[src/rtl/fifo_1_if.sv]
// Producer/consumer handshake bundle for fifo_1: write side (wdata/winc/wfull)
// and first-word fall-through read side (rinc/rdata/rempty).
interface fifo_1_if #(
  parameter int DSIZE = 8
);
  logic [DSIZE-1:0] wdata;
  logic             winc;
  logic             wfull;
  logic             rinc;
  logic [DSIZE-1:0] rdata;
  logic             rempty;

  modport master (
    output wdata, winc, rinc,
    input  wfull, rdata, rempty
  );

  modport slave (
    input  wdata, winc, rinc,
    output wfull, rdata, rempty
  );
endinterface

[src/rtl/fifo_1.sv]
// Single-clock FWFT FIFO, 2**ASIZE x DSIZE, with exact registered full/empty
// flags derived from the next-state pointers.
module fifo_1 #(
  parameter int DSIZE = 8,
  parameter int ASIZE = 5
) (
  input  logic     clk,
  input  logic     rst_n,
  fifo_1_if.slave  bus
);
  localparam int unsigned DEPTH = 2 ** ASIZE;
  localparam logic [ASIZE:0] PTR_ONE = {{ASIZE{1'b0}}, 1'b1};

  logic [DSIZE-1:0] mem [DEPTH];
  logic [ASIZE:0]   wptr, rptr;
  logic [ASIZE:0]   wptr_next, rptr_next;
  logic             wfull_q, rempty_q;
  logic             wfull_next, rempty_next;
  logic             we, re;

  assign we = bus.winc & ~wfull_q;
  assign re = bus.rinc & ~rempty_q;

  always_comb begin
    wptr_next = wptr;
    rptr_next = rptr;
    if (we) wptr_next = wptr + PTR_ONE;
    if (re) rptr_next = rptr + PTR_ONE;
  end

  // Wrap bit differs with equal addresses: the writer is a full lap ahead.
  always_comb begin
    rempty_next = (wptr_next == rptr_next);
    wfull_next  = (wptr_next[ASIZE] != rptr_next[ASIZE]) &&
                  (wptr_next[ASIZE-1:0] == rptr_next[ASIZE-1:0]);
  end

  always_ff @(posedge clk or negedge rst_n) begin
    if (!rst_n) begin
      wptr     <= '0;
      rptr     <= '0;
      wfull_q  <= 1'b0;
      rempty_q <= 1'b1;
    end else begin
      wptr     <= wptr_next;
      rptr     <= rptr_next;
      wfull_q  <= wfull_next;
      rempty_q <= rempty_next;
    end
  end

  always_ff @(posedge clk) begin
    if (we) mem[wptr[ASIZE-1:0]] <= bus.wdata;
  end

  assign bus.rdata  = mem[rptr[ASIZE-1:0]];
  assign bus.wfull  = wfull_q;
  assign bus.rempty = rempty_q;
endmodule

[src/flat_wrapper.sv]
// flat-port wrapper written by rule: the top's interface ports become plain ports
module fifo_1_flat 
#(
  parameter int DSIZE = 8,
  parameter int ASIZE = 5
)
  (clk, rst_n, bus_wdata, bus_winc, bus_rinc, bus_wfull, bus_rdata, bus_rempty);
  fifo_1_if #(.DSIZE(DSIZE)) bus_i ();
  input  logic clk;
  input  logic rst_n;
  input wire logic [$bits(bus_i.wdata)-1:0] bus_wdata;
  input wire logic [$bits(bus_i.winc)-1:0] bus_winc;
  input wire logic [$bits(bus_i.rinc)-1:0] bus_rinc;
  output wire logic [$bits(bus_i.wfull)-1:0] bus_wfull;
  output wire logic [$bits(bus_i.rdata)-1:0] bus_rdata;
  output wire logic [$bits(bus_i.rempty)-1:0] bus_rempty;
  assign bus_i.wdata = bus_wdata;
  assign bus_i.winc = bus_winc;
  assign bus_i.rinc = bus_rinc;
  assign bus_wfull = bus_i.wfull;
  assign bus_rdata = bus_i.rdata;
  assign bus_rempty = bus_i.rempty;
  fifo_1 #(.DSIZE(DSIZE), .ASIZE(ASIZE)) u_core (.clk(clk), .rst_n(rst_n), .bus(bus_i));
endmodule
[config.mk]
export PLATFORM = sky130hd
export DESIGN_NAME = fifo_1_flat
export DESIGN_NICKNAME = d
export VERILOG_FILES = /design/src/rtl/fifo_1_if.sv /design/src/rtl/fifo_1.sv /design/src/flat_wrapper.sv
export SDC_FILE = /design/constraint.sdc
export NUM_CORES = 1
export LEC_CHECK = 0
export BUFFER_PORTS_ARGS = -buffer_cell sky130_fd_sc_hd__buf_2
export CORE_ASPECT_RATIO = 1.75
export CORE_UTILIZATION = 51
export CTS_BUF_LIST = sky130_fd_sc_hd__clkbuf_4 sky130_fd_sc_hd__clkbuf_8
export DETAILED_ROUTE_END_ITERATION = 10
export GPL_TIMING_DRIVEN = 0
export PLACE_DENSITY_LB_ADDON = 0.3
export SETUP_SLACK_MARGIN = 0.5
export SLEW_MARGIN = 20
export SYNTH_ARGS = -nofsm -noshare
export SYNTH_HDL_FRONTEND = slang
export SYNTH_SLANG_ARGS = --single-unit
[constraint.sdc]
create_clock -name clk -period 5.3 [get_ports clk]
set_input_delay 1.06 -clock clk [delete_from_list [all_inputs] [get_ports clk]]
set_output_delay 1.06 -clock clk [all_outputs]
set_load 0.02 [all_outputs]
== Yosys cells after proc, flatten, opt, wreduce, memory -nomap -nowiden ==
Memories as Yosys holds them, arrays and structs flattened.
Cells that the tools add are included.

* Flip-flop bits (word level): 14
* Memory bits (writable): 256
* Input bits: 12
* Word-level logic and storage cells: 19
* Memories kept: 1

{| class="wikitable"
|+ Memory list
! memory !! depth !! width !! read ports !! clocked after Yosys merged registers in !! write ports !! line !! source
|-
| u_core.mem || 32 || 8 || 1 || 0 || 1 || fifo_1.sv:14 || <nowiki>logic [DSIZE-1:0] mem [DEPTH];</nowiki>
|}

* $add $sub $neg: 2
* Equal/unequal tests: 3
* Mux-type cells: 4
* Bitwise gates (word level): 4
* Reduce and logical (&&, ||, !) cells: 1

{| class="wikitable"
|+ Operator list
! operator !! count
|-
| 6-bit by 1-bit adder with 6-bit output, second input constant || 2
|-
| 6-bit two-way mux || 2
|-
| 6-bit == test || 1
|-
| 5-bit == test || 1
|-
| 1-bit AND || 2
|-
| 1-bit two-way mux || 2
|-
| 1-bit inverter || 2
|-
| 1-bit logical AND || 1
|-
| 1-bit inequality test || 1
|}

== Logic depth before layout (Yosys ltp) ==
* Depth in word-level cells: 5
* Depth in mapped cells: 8
* Mapped depth without buffers: 6

== Worst setup path after synthesis ==
No wires, ideal clock.

* Path kind: register -> output
* Start: reg u_core.rptr[2]
* End: out bus_rdata[7]
* Arrival time: 2,138 ps
* Setup slack: 2,102 ps
* Cell stages (with the launch flop): 7
* Path buffers: 3
* Cell sequence: dfrtp_1 clkbuf_1 buf_2 clkbuf_1 mux4_2 mux4_2 mux2_2

* Word-level cells in the longest chain between the ends: 1

{| class="wikitable"
|+ Ends and longest elaborated chain
! what !! line !! source
|-
| from (decl) || fifo_1.sv:15 || <nowiki>logic [ASIZE:0] wptr, rptr;</nowiki>
|-
| from (signal assigned) || fifo_1.sv:46 || <nowiki>rptr <= rptr_next;</nowiki>
|-
| memory 32 x 8 bit || -- ||
|-
| to (decl) || flat_wrapper.sv:15 || <nowiki>output wire logic [$bits(bus_i.rdata)-1:0] bus_rdata;</nowiki>
|}

Every way passes these cells.

== Final worst setup path ==
Ends and elaborated chain as after synthesis.

==> flow_metrics.env <==
export IMPL_cts_num_sinks=270
export IMPL_cp_max_fo=10
export IMPL_htree_levels=2
export IMPL_clock_skew_final_ns=0.01379
export IMPL_synth_area_per_cell_sq_um=22.43
export IMPL_gr_total_overflow=0
export IMPL_initial_core_util_pct=52.07
export IMPL_syn_area_sq_um=10610
export IMPL_cts_made_buffers=36
export IMPL_antenna_found_initial=0
export IMPL_cts_buffer_depth=3
export IMPL_slew_viol_final=0
export IMPL_fillers=1476
export IMPL_ys_seq_area_share_pct=75.78
export IMPL_ys_types=29
export IMPL_cp_end_kind="output pin"
export IMPL_drive_gt1_share_pct=33.63
export IMPL_final_cell_count_no_fill=804
export IMPL_syn_nets=490
export IMPL_fp_dieW_um=111.0
export IMPL_die_area_sq_um=21410
export IMPL_ios=22
export IMPL_grt_max_degree=33
export IMPL_tightest_slew_ns=0.8508
export IMPL_core_sq_um=20370
export IMPL_grtUsageTotal_pct=21.75
export IMPL_cp_data_required_time_ns=4.24
export IMPL_post_place_ws_ns=1.264
export IMPL_ys_ff_latch=270
export IMPL_final_util_pct=57.81
export IMPL_clock_fmax_mhz=219.0
export IMPL_post_cts_buffers=0
export IMPL_num_rows=69
export IMPL_synthCells=473
export IMPL_drv_cap=0
export IMPL_fin_setup_tns_ns=0
export IMPL_rsz0062_at_grt="false"
export IMPL_multiInputGateArea_sq_um=2432
export IMPL_final_common_cell="edfxtp_1"
export IMPL_die_h_um=192.8
export IMPL_clockRootBuffer="clkbuf_8"
export IMPL_ir_drop_uv=518.2
export IMPL_arrival_ns=3.51
export IMPL_timing_final_crit_share_pct=86.14
export IMPL_hold_violations=0
export IMPL_drc=0
export IMPL_setup_violations=0
export IMPL_dr_pass1_iters=5
export IMPL_p_leak_nw=3.781
export IMPL_clock_latency_ns=0.51
export IMPL_clkTransAtPathRegs_ns=0.07
export IMPL_wire_per_inst_um=27.38
export IMPL_io_buffers=21
export IMPL_setup_ws_ns=0.7344
export IMPL_gp_congestion=0.8491
export IMPL_slew_headroom_pct=43.28
export IMPL_status="finished, final reports clean"
export IMPL_drt_initial_drc_count=298
export IMPL_grt_pass1_wl_mm=32.17
export IMPL_vias_per_cell=6.017
export IMPL_register_area_sq_um=8039
export IMPL_hold_buffers=0
export IMPL_antenna_cells=0
export IMPL_criticalPathCategory="reg -> out"
export IMPL_postRouteAntennaNets=0
export IMPL_final_cell_mix="edfxtp_1 (256), mux4_2 (80), clkbuf_8 (40)"
export IMPL_hpwl_mm=14.87
export IMPL_hold_ws_ns=0.4395
export IMPL_vias=4838
export IMPL_grt_pass1_vias=5238
export IMPL_final_nets=549
export IMPL_routed_wl_mm=22.01
export IMPL_hold_class="in -> async"
export IMPL_yosysWarningCount=0
export IMPL_synthToLayoutAreaGrowth_pct=11.02
export IMPL_tritoncts="built"
export IMPL_fin_crit_ns=4.566
export IMPL_start_kind="register"
export IMPL_cts_repair_resized=0
export IMPL_place_inst=742
export IMPL_powerDensity_nw_per_um2=533.3
-- logic make-up (layout without fill, tap and decap cells) --
group / after synthesis / after routing / synth area share, %
XOR/XNOR: 16 / 16 / 1.321
buffers and inverters: 29 / 112 / 1.392
multiplexers: 90 / 90 / 18.04
adder cells (fa/ha/maj): 5 / 5 / 0.5897
flip-flops: 270 / 270 / 75.78
AND/OR/NAND/NOR: 63 / 63 / 2.878
-- sequential cells by signal, indices dropped and copies added, names as in the netlist --
register,flops
u_core.rptr,6
u_core.wptr,6
u_core.mem,256
u_core.bus.wfull,1
u_core.bus.rempty,1
-- synth_stat cells --
master    number  area [sq um]
dfrtp_1       13         325.3
nand2_1        7         26.28
and3_1         1         6.260
mux2_2        10         112.6
xnor2_1        8         70.07
nand3_1        2         10.01
nor4b_1        1         8.760
or3_1          2         12.51
nor2_1        32         120.1
inv_1          4         15.01
or2_1          1         6.260
ha_1           5         62.56
nand4_1        3         18.77
dfstp_2        1         26.28
clkbuf_1      13         48.80
nor3_1         2         10.01
or3b_1         1         8.760
mux4_2        80          1802
nor3b_1        1         7.510
buf_2          7         35.03
nand2b_1       1         6.260
nor2b_1        3         18.77
buf_6          4         45.04
edfxtp_1     256          7687
xor2_1         8         70.07
nand3b_1       4         30.03
nor4_1         1         6.260
and4_1         1         8.760
buf_1          1         3.750
-- layer usage --
layer	wire length (um)	GRT usage (%)	up-vias	part of all wire, %
met2	13020	43.13	170	59
met5	0	0	-	0
met4	1093	11.54	0	5.0
met3	890	2.513	50	4.0
li1	-	-	2076	-
met1	7012	22.11	2542	32
-- worst max-delay path, stage by stage, from the launching register on --
cell      delay, ns
dfrtp_1        0.32
clkbuf_1       0.29
buf_2          0.33
clkbuf_1       0.64
mux4_2         0.45
mux4_2         0.50
mux2_2         0.30
buf_2          0.17
-- report_power, final --
| part | total (mW) | switching [mW] | internal, mW |
|---|---|---|---|
| logic | 2.12 | 1.17 | 0.943 |
| registers | 2.58 | 0.0573 | 2.52 |
| clock network | 1.58 | 0.701 | 0.883 |
| total | 6.28 | 1.93 | 4.35 |
-- per-stage QoR --
step,power (mW),cell area (sq um)
after global placement,4.716,11020
after detailed placement,4.764,11030
final,6.281,11780
after floorplan,4.082,10610
after global routing,6.522,11780
after CTS,6.345,11780
-- layout make-up --
class / instances / share of cell area [%]
sequential: 270 / 68.26
multi-input combinational: 174 / 20.65
clock buffer: 53 / 5.503
tap: 248 / 2.635
buffer: 25 / 1.126
timing repair buffer: 21 / 0.8924
clock inverter: 9 / 0.8074
inverter: 4 / 0.1275
-- worst paths after layout --
path | from | endpoint | slack (ns) | depth (start not counted)
hold / removal | rst_n | u_core.rptr[4] | 0.44 | 1
hold reg to reg | u_core.wptr[5] | u_core.wptr[5] | 0.54 | 2
max in group asynchronous | rst_n | u_core.bus.rempty | 4.58 | 1
min in group clk | u_core.wptr[5] | u_core.wptr[5] | 0.54 | 2
setup reg to reg | u_core.rptr[0] | u_core.bus.wfull | 2.95 | 7
setup / recovery | u_core.rptr[2] | bus_rdata[7] | 0.73 | 7
Note: power is estimated with default switching activity, not from simulation.
